**config.mk**
```make
export PLATFORM = sky130hd
export DESIGN_NAME = reply_encoder_flat
export DESIGN_NICKNAME = d
export VERILOG_FILES = /design/src/rtl/reply_encoder_if.sv /design/src/rtl/reply_encoder.sv /design/src/flat_wrapper.sv
export SDC_FILE = /design/constraint.sdc
export NUM_CORES = 2
export LEC_CHECK = 0
export BUFFER_PORTS_ARGS = -buffer_cell sky130_fd_sc_hd__buf_4
export CAP_MARGIN = 0
export CORE_MARGIN = 3
export CORE_UTILIZATION = 45
export DETAILED_ROUTE_END_ITERATION = 16
export HOLD_SLACK_MARGIN = 0.08
export PLACE_DENSITY = 0.69
export SYNTH_ARGS = -nofsm -noshare
export SYNTH_HDL_FRONTEND = slang
export SYNTH_SLANG_ARGS = --single-unit
```
**constraint.sdc**
```tcl
create_clock -name clk -period 5.2 [get_ports clk]
set_input_delay 0.26 -clock clk [delete_from_list [all_inputs] [get_ports clk]]
set_output_delay 0.26 -clock clk [all_outputs]
set_load 0.02 [all_outputs]
```
**src/rtl/reply_encoder_if.sv**
```systemverilog
// rtl/reply_encoder_if.sv - source-side and transmit-side byte handshakes of the reply encoder
`ifndef N_SRC
`define N_SRC 4
`endif
`ifndef PREFIX
`define PREFIX 8'hAA
`endif

interface reply_encoder_if #(
  parameter int N_SRC = `N_SRC
);
  logic [8*N_SRC-1:0] src_data;
  logic [N_SRC-1:0]   src_valid;
  logic [N_SRC-1:0]   src_ready;
  logic [7:0]         tx_data;
  logic               tx_valid;
  logic               tx_ready;

  // Encoder side: consumes source lanes, produces the framed byte stream.
  modport slave (
    input  src_data, src_valid, tx_ready,
    output src_ready, tx_data, tx_valid
  );

  // Environment side: drives source lanes and the transmitter's ready.
  modport master (
    output src_data, src_valid, tx_ready,
    input  src_ready, tx_data, tx_valid
  );
endinterface

```
**src/rtl/reply_encoder.sv**
```systemverilog
// rtl/reply_encoder.sv - round-robin message collector and PREFIX/SRC/LEN/DATA/CRC framer
`ifndef N_SRC
`define N_SRC 4
`endif
`ifndef PREFIX
`define PREFIX 8'hAA
`endif

module reply_encoder #(
  parameter int         N_SRC  = `N_SRC,
  parameter logic [7:0] PREFIX = `PREFIX
) (
  input  logic           clk,
  input  logic           n_rst,
  reply_encoder_if.slave bus,
  output logic           busy
);

  localparam int SW = (N_SRC > 1) ? $clog2(N_SRC) : 1;

  typedef enum logic [2:0] {
    IDLE, COLLECT, SEND_PREFIX, SEND_SRC, SEND_LEN, SEND_DATA, SEND_CRC
  } state_t;

  state_t        state, state_next;
  logic [SW-1:0] sel, rr_ptr, pick;
  logic          found;
  logic [7:0]    len, rd_ptr, crc, lane;
  logic [7:0]    mem [0:254];
  logic          accept, tx_fire;

  assign lane    = bus.src_data[int'(sel)*8 +: 8];
  assign accept  = (state == COLLECT) && bus.src_valid[sel];
  assign tx_fire = bus.tx_valid && bus.tx_ready;
  assign busy    = (state != IDLE);

  // First requesting source at or after rr_ptr, wrapping at N_SRC.
  always_comb begin : rr_search
    int j;
    pick  = rr_ptr;
    found = 1'b0;
    j     = 0;
    for (int i = 0; i < N_SRC; i++) begin
      j = int'(rr_ptr) + i;
      if (j >= N_SRC) j = j - N_SRC;
      if (!found && bus.src_valid[j]) begin
        found = 1'b1;
        pick  = SW'(j);
      end
    end
  end

  // Next-state decode: collect until the source drops or the buffer fills, then frame it.
  always_comb begin
    state_next = state;
    case (state)
      IDLE:        if (found) state_next = COLLECT;
      COLLECT: begin
        if (accept) begin
          if (len == 8'd254) state_next = SEND_PREFIX;
        end else if (len != 8'd0) begin
          state_next = SEND_PREFIX;
        end else begin
          state_next = IDLE;
        end
      end
      SEND_PREFIX: if (tx_fire) state_next = SEND_SRC;
      SEND_SRC:    if (tx_fire) state_next = SEND_LEN;
      SEND_LEN:    if (tx_fire) state_next = SEND_DATA;
      SEND_DATA:   if (tx_fire && (rd_ptr == len - 8'd1)) state_next = SEND_CRC;
      SEND_CRC:    if (tx_fire) state_next = IDLE;
      default:     state_next = IDLE;
    endcase
  end

  // Outputs decoded from registers only, so no input reaches an output combinationally.
  always_comb begin
    bus.src_ready = '0;
    bus.tx_valid  = 1'b0;
    bus.tx_data   = 8'h00;
    case (state)
      COLLECT:     bus.src_ready = N_SRC'(1) << sel;
      SEND_PREFIX: begin bus.tx_valid = 1'b1; bus.tx_data = PREFIX;             end
      SEND_SRC:    begin bus.tx_valid = 1'b1; bus.tx_data = 8'(sel);            end
      SEND_LEN:    begin bus.tx_valid = 1'b1; bus.tx_data = len;                end
      SEND_DATA:   begin bus.tx_valid = 1'b1; bus.tx_data = mem[rd_ptr];        end
      SEND_CRC:    begin bus.tx_valid = 1'b1; bus.tx_data = crc + 8'(sel) + len; end
      default:     ;
    endcase
  end

  // State register plus selection, length, read pointer and running data sum.
  always_ff @(posedge clk or negedge n_rst) begin
    if (!n_rst) begin
      state  <= IDLE;
      sel    <= '0;
      rr_ptr <= '0;
      len    <= 8'd0;
      rd_ptr <= 8'd0;
      crc    <= 8'd0;
    end else begin
      state <= state_next;
      case (state)
        IDLE: if (found) begin
          sel    <= pick;
          len    <= 8'd0;
          rd_ptr <= 8'd0;
          crc    <= 8'd0;
        end
        COLLECT: if (accept) begin
          len <= len + 8'd1;
          crc <= crc + lane;
        end
        SEND_DATA: if (tx_fire) rd_ptr <= rd_ptr + 8'd1;
        SEND_CRC:  if (tx_fire) rr_ptr <= (sel == SW'(N_SRC - 1)) ? '0 : sel + 1'b1;
        default: ;
      endcase
    end
  end

  // Message buffer; contents are don't-care until written, so no reset.
  always_ff @(posedge clk) begin
    if (accept) mem[len] <= lane;
  end

endmodule

```
**src/flat_wrapper.sv**
```systemverilog
// flat-port wrapper written by rule: the top's interface ports become plain ports
module reply_encoder_flat 
#(
  parameter int         N_SRC  = `N_SRC,
  parameter logic [7:0] PREFIX = `PREFIX
)
  (clk, n_rst, busy, bus_src_data, bus_src_valid, bus_tx_ready, bus_src_ready, bus_tx_data, bus_tx_valid);
  reply_encoder_if #(.N_SRC(N_SRC)) bus_i ();
  input  logic clk;
  input  logic n_rst;
  output logic busy;
  input wire logic [$bits(bus_i.src_data)-1:0] bus_src_data;
  input wire logic [$bits(bus_i.src_valid)-1:0] bus_src_valid;
  input wire logic [$bits(bus_i.tx_ready)-1:0] bus_tx_ready;
  output wire logic [$bits(bus_i.src_ready)-1:0] bus_src_ready;
  output wire logic [$bits(bus_i.tx_data)-1:0] bus_tx_data;
  output wire logic [$bits(bus_i.tx_valid)-1:0] bus_tx_valid;
  assign bus_i.src_data = bus_src_data;
  assign bus_i.src_valid = bus_src_valid;
  assign bus_i.tx_ready = bus_tx_ready;
  assign bus_src_ready = bus_i.src_ready;
  assign bus_tx_data = bus_i.tx_data;
  assign bus_tx_valid = bus_i.tx_valid;
  reply_encoder #(.N_SRC(N_SRC), .PREFIX(PREFIX)) u_core (.clk(clk), .n_rst(n_rst), .bus(bus_i), .busy(busy));
endmodule
```
-- After elaboration in Yosys (flattened, before gate mapping)
Memory sizes are Yosys's and may differ from the RTL's.
Cells that the tools add are included.
- add/subtract/negate cells: 14
- reductions and logical operators: 20
- muxes and demuxes: 49
- shift operators: 2
- equal/unequal tests: 18
- $lt $le $gt $ge: 9
- operators by type and width (kind ; number):
    $lt A32 B4 Y1 const B ; 4
    $mux W32 ; 4
    $ge A32 B4 Y1 const B ; 3
    $sub A32 B4 Y32 const B ; 3
    $pmux W8 S2 ; 3
    $pmux W8 S5 ; 1
    $mux W8 ; 4
    $shiftx A32 B6 Y8 ; 1
    $mux W3 ; 8
    $pmux W3 S7 ; 1
    $add A8 B1 Y8 const B ; 2
    $add A8 B8 Y8 ; 2
    $mux W1 ; 16
    $ne A2 B1 Y1 const B ; 8
    $mux W2 ; 6
    $bmux W1 S2 ; 5
    $eq A3 B3 Y1 const B ; 3
    $add A8 B2 Y8 ; 1
    $eq A8 B8 Y1 ; 1
    $eq A8 B8 Y1 const B ; 1
    $reduce_bool A8 Y1 ; 1
    $sub A8 B1 Y8 const B ; 1
    $reduce_and A7 Y1 ; 1
    $add A2 B2 Y3 const B ; 2
    other kinds (19) ; 30
- word-level logic and storage cells: 119
- bits in registers: 31
- memories: 1
- bits in writable memories: 2040
- memory list (memory ; depth ; bits a word ; rd ports ; clocked after Yosys merged registers in ; write ports ; line ; RTL):
    u_core.mem ; 255 ; 8 ; 1 ; 0 ; 1 ; reply_encoder.sv:29 ; logic [7:0] mem [0:254];

-- Depth between registers and ports, before layout
- depth in word-level cells: 17
- mapped depth: 14
- mapped depth without buffers: 11

-- Worst setup path after synthesis
No wires, ideal clock.
- path kind: register -> register
- from: reg u_core.sel[0]
- to: reg u_core.crc[7]
- stages on the path, launching flop included: 11
- data arrival time: 4790 ps
- setup time: 79 ps
- data required time: 5121 ps
- slack: 330 ps
- buffers on the path: 1
- clock period less this slack: 4870 ps
- cells stage by stage: dfrtp_1 > buf_1 > mux4_2 > ha_1 > a21o_1 > a21oi_1 > o21bai_1 > a2111oi_0 > nor3b_1 > nor3_1 > a2bb2oi_1
- RTL lines (element ; line ; RTL):
    from (decl) ; reply_encoder.sv:26 ; logic [SW-1:0] sel, rr_ptr, pick;
    from (signal assigned) ; reply_encoder.sv:105 ; sel <= pick;
    $shiftx A32 B6 Y8 ; reply_encoder.sv:32 ; assign lane = bus.src_data[int'(sel)*8 +: 8];
    net u_core.lane[1] ; reply_encoder.sv:28 ; logic [7:0] len, rd_ptr, crc, lane;
    $add A8 B8 Y8 ; reply_encoder.sv:112 ; crc <= crc + lane;
    $mux W8 ; reply_encoder.sv:110 ; COLLECT: if (accept) begin
    $pmux W8 S2 ; reply_encoder.sv:103 ; case (state)
    to (signal assigned) ; reply_encoder.sv:112 ;
    to (decl) ; reply_encoder.sv:28 ;
The timed path passes the listed nets, and every way through them passes these cells. The select of a mux whose other input is x is not followed.
A chain may end at the register's enable or synchronous reset.

-- Final worst setup path
- from: reg u_core.rd_ptr[1]
- to: out bus_tx_data[6]
- longest elaborated chain between the ends: 2
- ends and longest elaborated chain (element ; line ; RTL):
    from (decl) ; reply_encoder.sv:28 ;
    from (signal assigned) ; reply_encoder.sv:114 ; SEND_DATA: if (tx_fire) rd_ptr <= rd_ptr + 8'd1;
    $mem_v2 Z255 W8 ; -- ;
    $pmux W8 S5 ; reply_encoder.sv:81 ; case (state)
    to (decl) ; flat_wrapper.sv:16 ; output wire logic [$bits(bus_i.tx_data)-1:0] bus_tx_data;
Every way passes these cells.

==> flow_summary.json <==
{
  "postSynthAreaPerCell_um2": 20.0,
  "hold_class": "primary input to register",
  "placed_cells": 6472,
  "synth.yosys.seq_area_share_pct": 75.2,
  "fin_worst_skew_ns": 0.0412,
  "final_hold_viol_count": 0,
  "core_area_um2": 182000,
  "cell_internal_pwr_uw": 31800,
  "run_status": "finished with violations",
  "switchingPower_uw": 13200,
  "worstHoldStart": "bus_src_valid[2]",
  "crit_required_ns": 4.94,
  "number_of_nets_still_failing_antenna_checks_after_routing": 0,
  "critPathMaxFanout": 37,
  "initial_antenna_violation_count": 6,
  "power.density_nw_per_um2": 487,
  "worst_pin_slew_ns": 1.60,
  "crit_path_start_kind": "register",
  "crit_path_start": "u_core.rd_ptr[1]",
  "worst_setup_path_end_kind": "primary output",
  "cts_root_buf": "clkbuf_16",
  "crit_path_frequent_cell": "buf_4",
  "floorplan.die_area_um2": 188000,
  "filler_cell_count": 14200,
  "synth_seq_cells": 2071,
  "fmaxAchievable_mhz": 194,
  "layout.core_utilization_pct": 50.9,
  "synth.yosys.warnings": 0,
  "final-max-slew-violation-count": 84,
  "period_share_pct": 99.4,
  "drc": 0,
  "via_count_of_the_first_global_routing_pass": 42100,
  "layoutNonFillerInstCount": 6858,
  "cts_made_buffers": 199,
  "power.share.combinational_pct": 23.1,
  "grt_first_pass_wirelength_mm": 321,
  "post_route_worst_setup_slack_ns": 0.0324,
  "postSynthCellCount": 4127,
  "r2r-start": "u_core.len[0]",
  "dp.final_hpwl_mm": 142,
  "syn_area_um2": 82500,
  "async_flop_share_pct": 1.50,
  "place_worst_setup_slack_ns": 0.620,
  "average_wire_length_per_cell_after_detail_routing_um": 33.1,
  "clock_insertion_delay_at_the_later_pin_of_the_skew_report_ns": 0.85,
  "ctsHtreeMaxLevel": 4,
  "globalRoute.totalOverflow": 0,
  "cts.sink_count": 2071,
  "irDropWorstVdd_mv": 0.822,
  "routabilityCongestion": 0.961,
  "critical_path.top_delay_family": "buffers and inverters",
  "cts_tree": "yes",
  "clock_pin_slew_reported_for_the_worst_setup_and_hold_paths_after_clock_tree_synthesis_ns": 0.07,
  "total_leakage_power_uw": 0.0287,
  "count_of_input_and_output_buffers": 52,
  "die_y_um": 434,
  "finalPower_uw": 45000,
  "critical_path.cell_chain": "buf_12, buf_4, buf_4, mux4_2, mux2i_1, o22ai_1, nor2_1, o311ai_0, nand3_1, o211ai_1, buf_4",
  "row_count": 156,
  "post_route_cells_drive_above_1_share_pct": 22.5,
  "synth-edff-count": 2040,
  "routed_wl_mm": 227,
  "period_minus_slack_ns": 5.17,
  "area_delta_synth_final_pct": 12.1,
  "arrival_ns": 4.91,
  "path_buf_inv": 4,
  "final_net_count": 4382,
  "synthesis.nets": 4197,
  "grt_setup_unrepaired": "false",
  "fin_tns_setup_ns": 0,
  "timing_worst_setup_path_type": "register to primary output",
  "clkPwrFrac_pct": 30.7,
  "power_frac_seq_pct": 46.2,
  "ys_dominant_reg_cell": "edfxtp_1",
  "crit_path_top_delay_cell": "dfrtp_4",
  "worst_path_largest_cell_delay_ns": 0.76,
  "grt_max_degree": 217,
  "violations": "slew limit",
  "chipWidth_um": 434,
  "max_buffers_root_to_sink": 3,
  "drt_pass1_iterations": 5,
  "detail_route.vias_per_cell": 6.40,
  "detailroute.via_count": 43900,
  "synth.lib_cells_used.distinct": 75,
  "drv.max_cap_violation_count": 0,
  "switching_share_pct": 29.4,
  "setup-violations-final": 0,
  "num_io_pins": 53,
  "floorplan.initialDensity_pct": 45.4,
  "grtUsageTotal_pct": 24.1,
  "detail_route.iter0.violations": 6843,
  "timing.max_slew.rel_slack_pct": -6.99
}
==> cell usage in the layout (no fill, tap or decap), types with 56 or more instances in the layout <==
| cell type | n |
|---|---|
| buf_4 | 196 |
| a21oi_1 | 63 |
| a22oi_1 | 68 |
| mux2i_1 | 233 |
| mux4_2 | 441 |
| clkinv_1 | 62 |
| edfxtp_1 | 2040 |
| nand3_1 | 56 |
| clkbuf_16 | 199 |
| nand2_1 | 115 |
| nor2_1 | 320 |
| o21ai_0 | 73 |
==> power groups by stage <==
stage / Sequential, µW / Clock [µW] / Combinational (µW)
after floorplan: 21200 / 0 / 6430
after detailed placement: 21200 / 0 / 10200
after global placement: 21100 / 0 / 10000
after global routing: 20800 / 14600 / 10900
final: 20800 / 13800 / 10400
after CTS: 20800 / 13900 / 10300
==> metrics by stage <==
stage / hold WS, ns / cell area, µm²
5_1_grt: 0.200 / 92400
2_1_floorplan: -0.0356 / 82500
3_5_place_dp: 0.249 / 86100
3_3_place_gp: 0.249 / 86100
6_report: 0.143 / 92400
4_1_cts: 0.0899 / 92400
==> worst min-delay path, stage by stage <==
cell and delay [ns]:
buf_4 0.11, nor4_1 0.09, nor2_1 0.15, nor2_1 0.15, nand2_1 0.09, o21ai_0 0.07
==> cell families after synthesis <==
family,synth area share (%)
mux,15.5
fa+ha+maj,0.507
flops,75.2
xor+xnor,0.308
simple gates,3.22
buf+inv,1.85
compound gates,3.36
==> state kept, by name, summed over array words and instances, names as in the netlist <==
name,flops
u_core.state,3
u_core.crc,8
u_core.rd_ptr,8
u_core.rr_ptr,2
u_core.mem,2040
u_core.len,8
u_core.sel,2
==> worst paths after layout <==
kind	end	slack, ns	cells past startpoint
worst max-delay path	bus_tx_data[6]	0.03	11
worst min-delay path	u_core.crc[4]	0.14	6
worst max register to register	u_core.mem[12][0]	1.19	5
worst min register to register	u_core.crc[4]	0.59	2
max in group asynchronous	u_core.rd_ptr[0]	4.47	4
min in group asynchronous	u_core.rd_ptr[5]	0.50	4
==> area by class of cell <==
class                      count  area [µm²]  share of cell area, %
sequential                  2071       62100                   67.1
multi-input combinational   1785       19000                   20.5
clock buffer                 246        5230                   5.65
tap                         2370        2970                   3.21
timing repair buffer         234        2150                   2.32
clock inverter               123         955                   1.03
inverter                      21        83.8                 0.0907
antenna                        8        20.0                 0.0217
==> layer usage <==
| metal | routed length (µm) | vias to the layer above | global-route usage [%] |
|---|---|---|---|
| met5 | 19 | - | 0 |
| met2 | 102000 | 3020 | 35.4 |
| met4 | 10100 | 2 | 9.75 |
| met1 | 86500 | 23000 | 33.9 |
| li1 | - | 17400 | - |
| met3 | 29100 | 503 | 7.39 |
==> Yosys cell counts (all sizes together), types with 8 or more instances <==
| master | count | area share, % |
|---|---|---|
| edfxtp | 2040 | 74 |
| mux4 | 449 | 12 |
| nor2 | 323 | 1.5 |
| mux2i | 234 | 2.8 |
| buf | 129 | 1.2 |
| clkbuf | 121 | 0.56 |
| nand2 | 115 | 0.52 |
| o21ai | 83 | 0.50 |
| a22oi | 68 | 0.62 |
| a21oi | 63 | 0.38 |
| nand3 | 56 | 0.34 |
| a221oi | 31 | 0.33 |
| dfrtp | 31 | 0.94 |
| mux2 | 30 | 0.41 |
| ha | 27 | 0.41 |
| o22ai | 27 | 0.20 |
| nor2b | 24 | 0.18 |
| inv | 21 | 0.096 |
| o31ai | 17 | 0.15 |
| xnor2 | 17 | 0.18 |
| o221ai | 16 | 0.17 |
| and2 | 14 | 0.11 |
| a211oi | 13 | 0.12 |
| nor3 | 13 | 0.079 |
| xor2 | 12 | 0.13 |
| a31oi | 11 | 0.083 |
| nand4 | 11 | 0.083 |
| o211ai | 10 | 0.091 |
| or2 | 8 | 0.061 |
| or3 | 8 | 0.061 |
==> repair_timing <==
| action | CTS | global route |
|---|---|---|
| hold endpoints to repair | 37 | 0 |
| setup endpoints to repair | 5 | 4 |
| gates resized for setup | 5 | 7 |
| hold buffers | 8 | 0 |
| setup buffers | 1 | 0 |
Note: power is estimated with default switching activity, not from simulation.
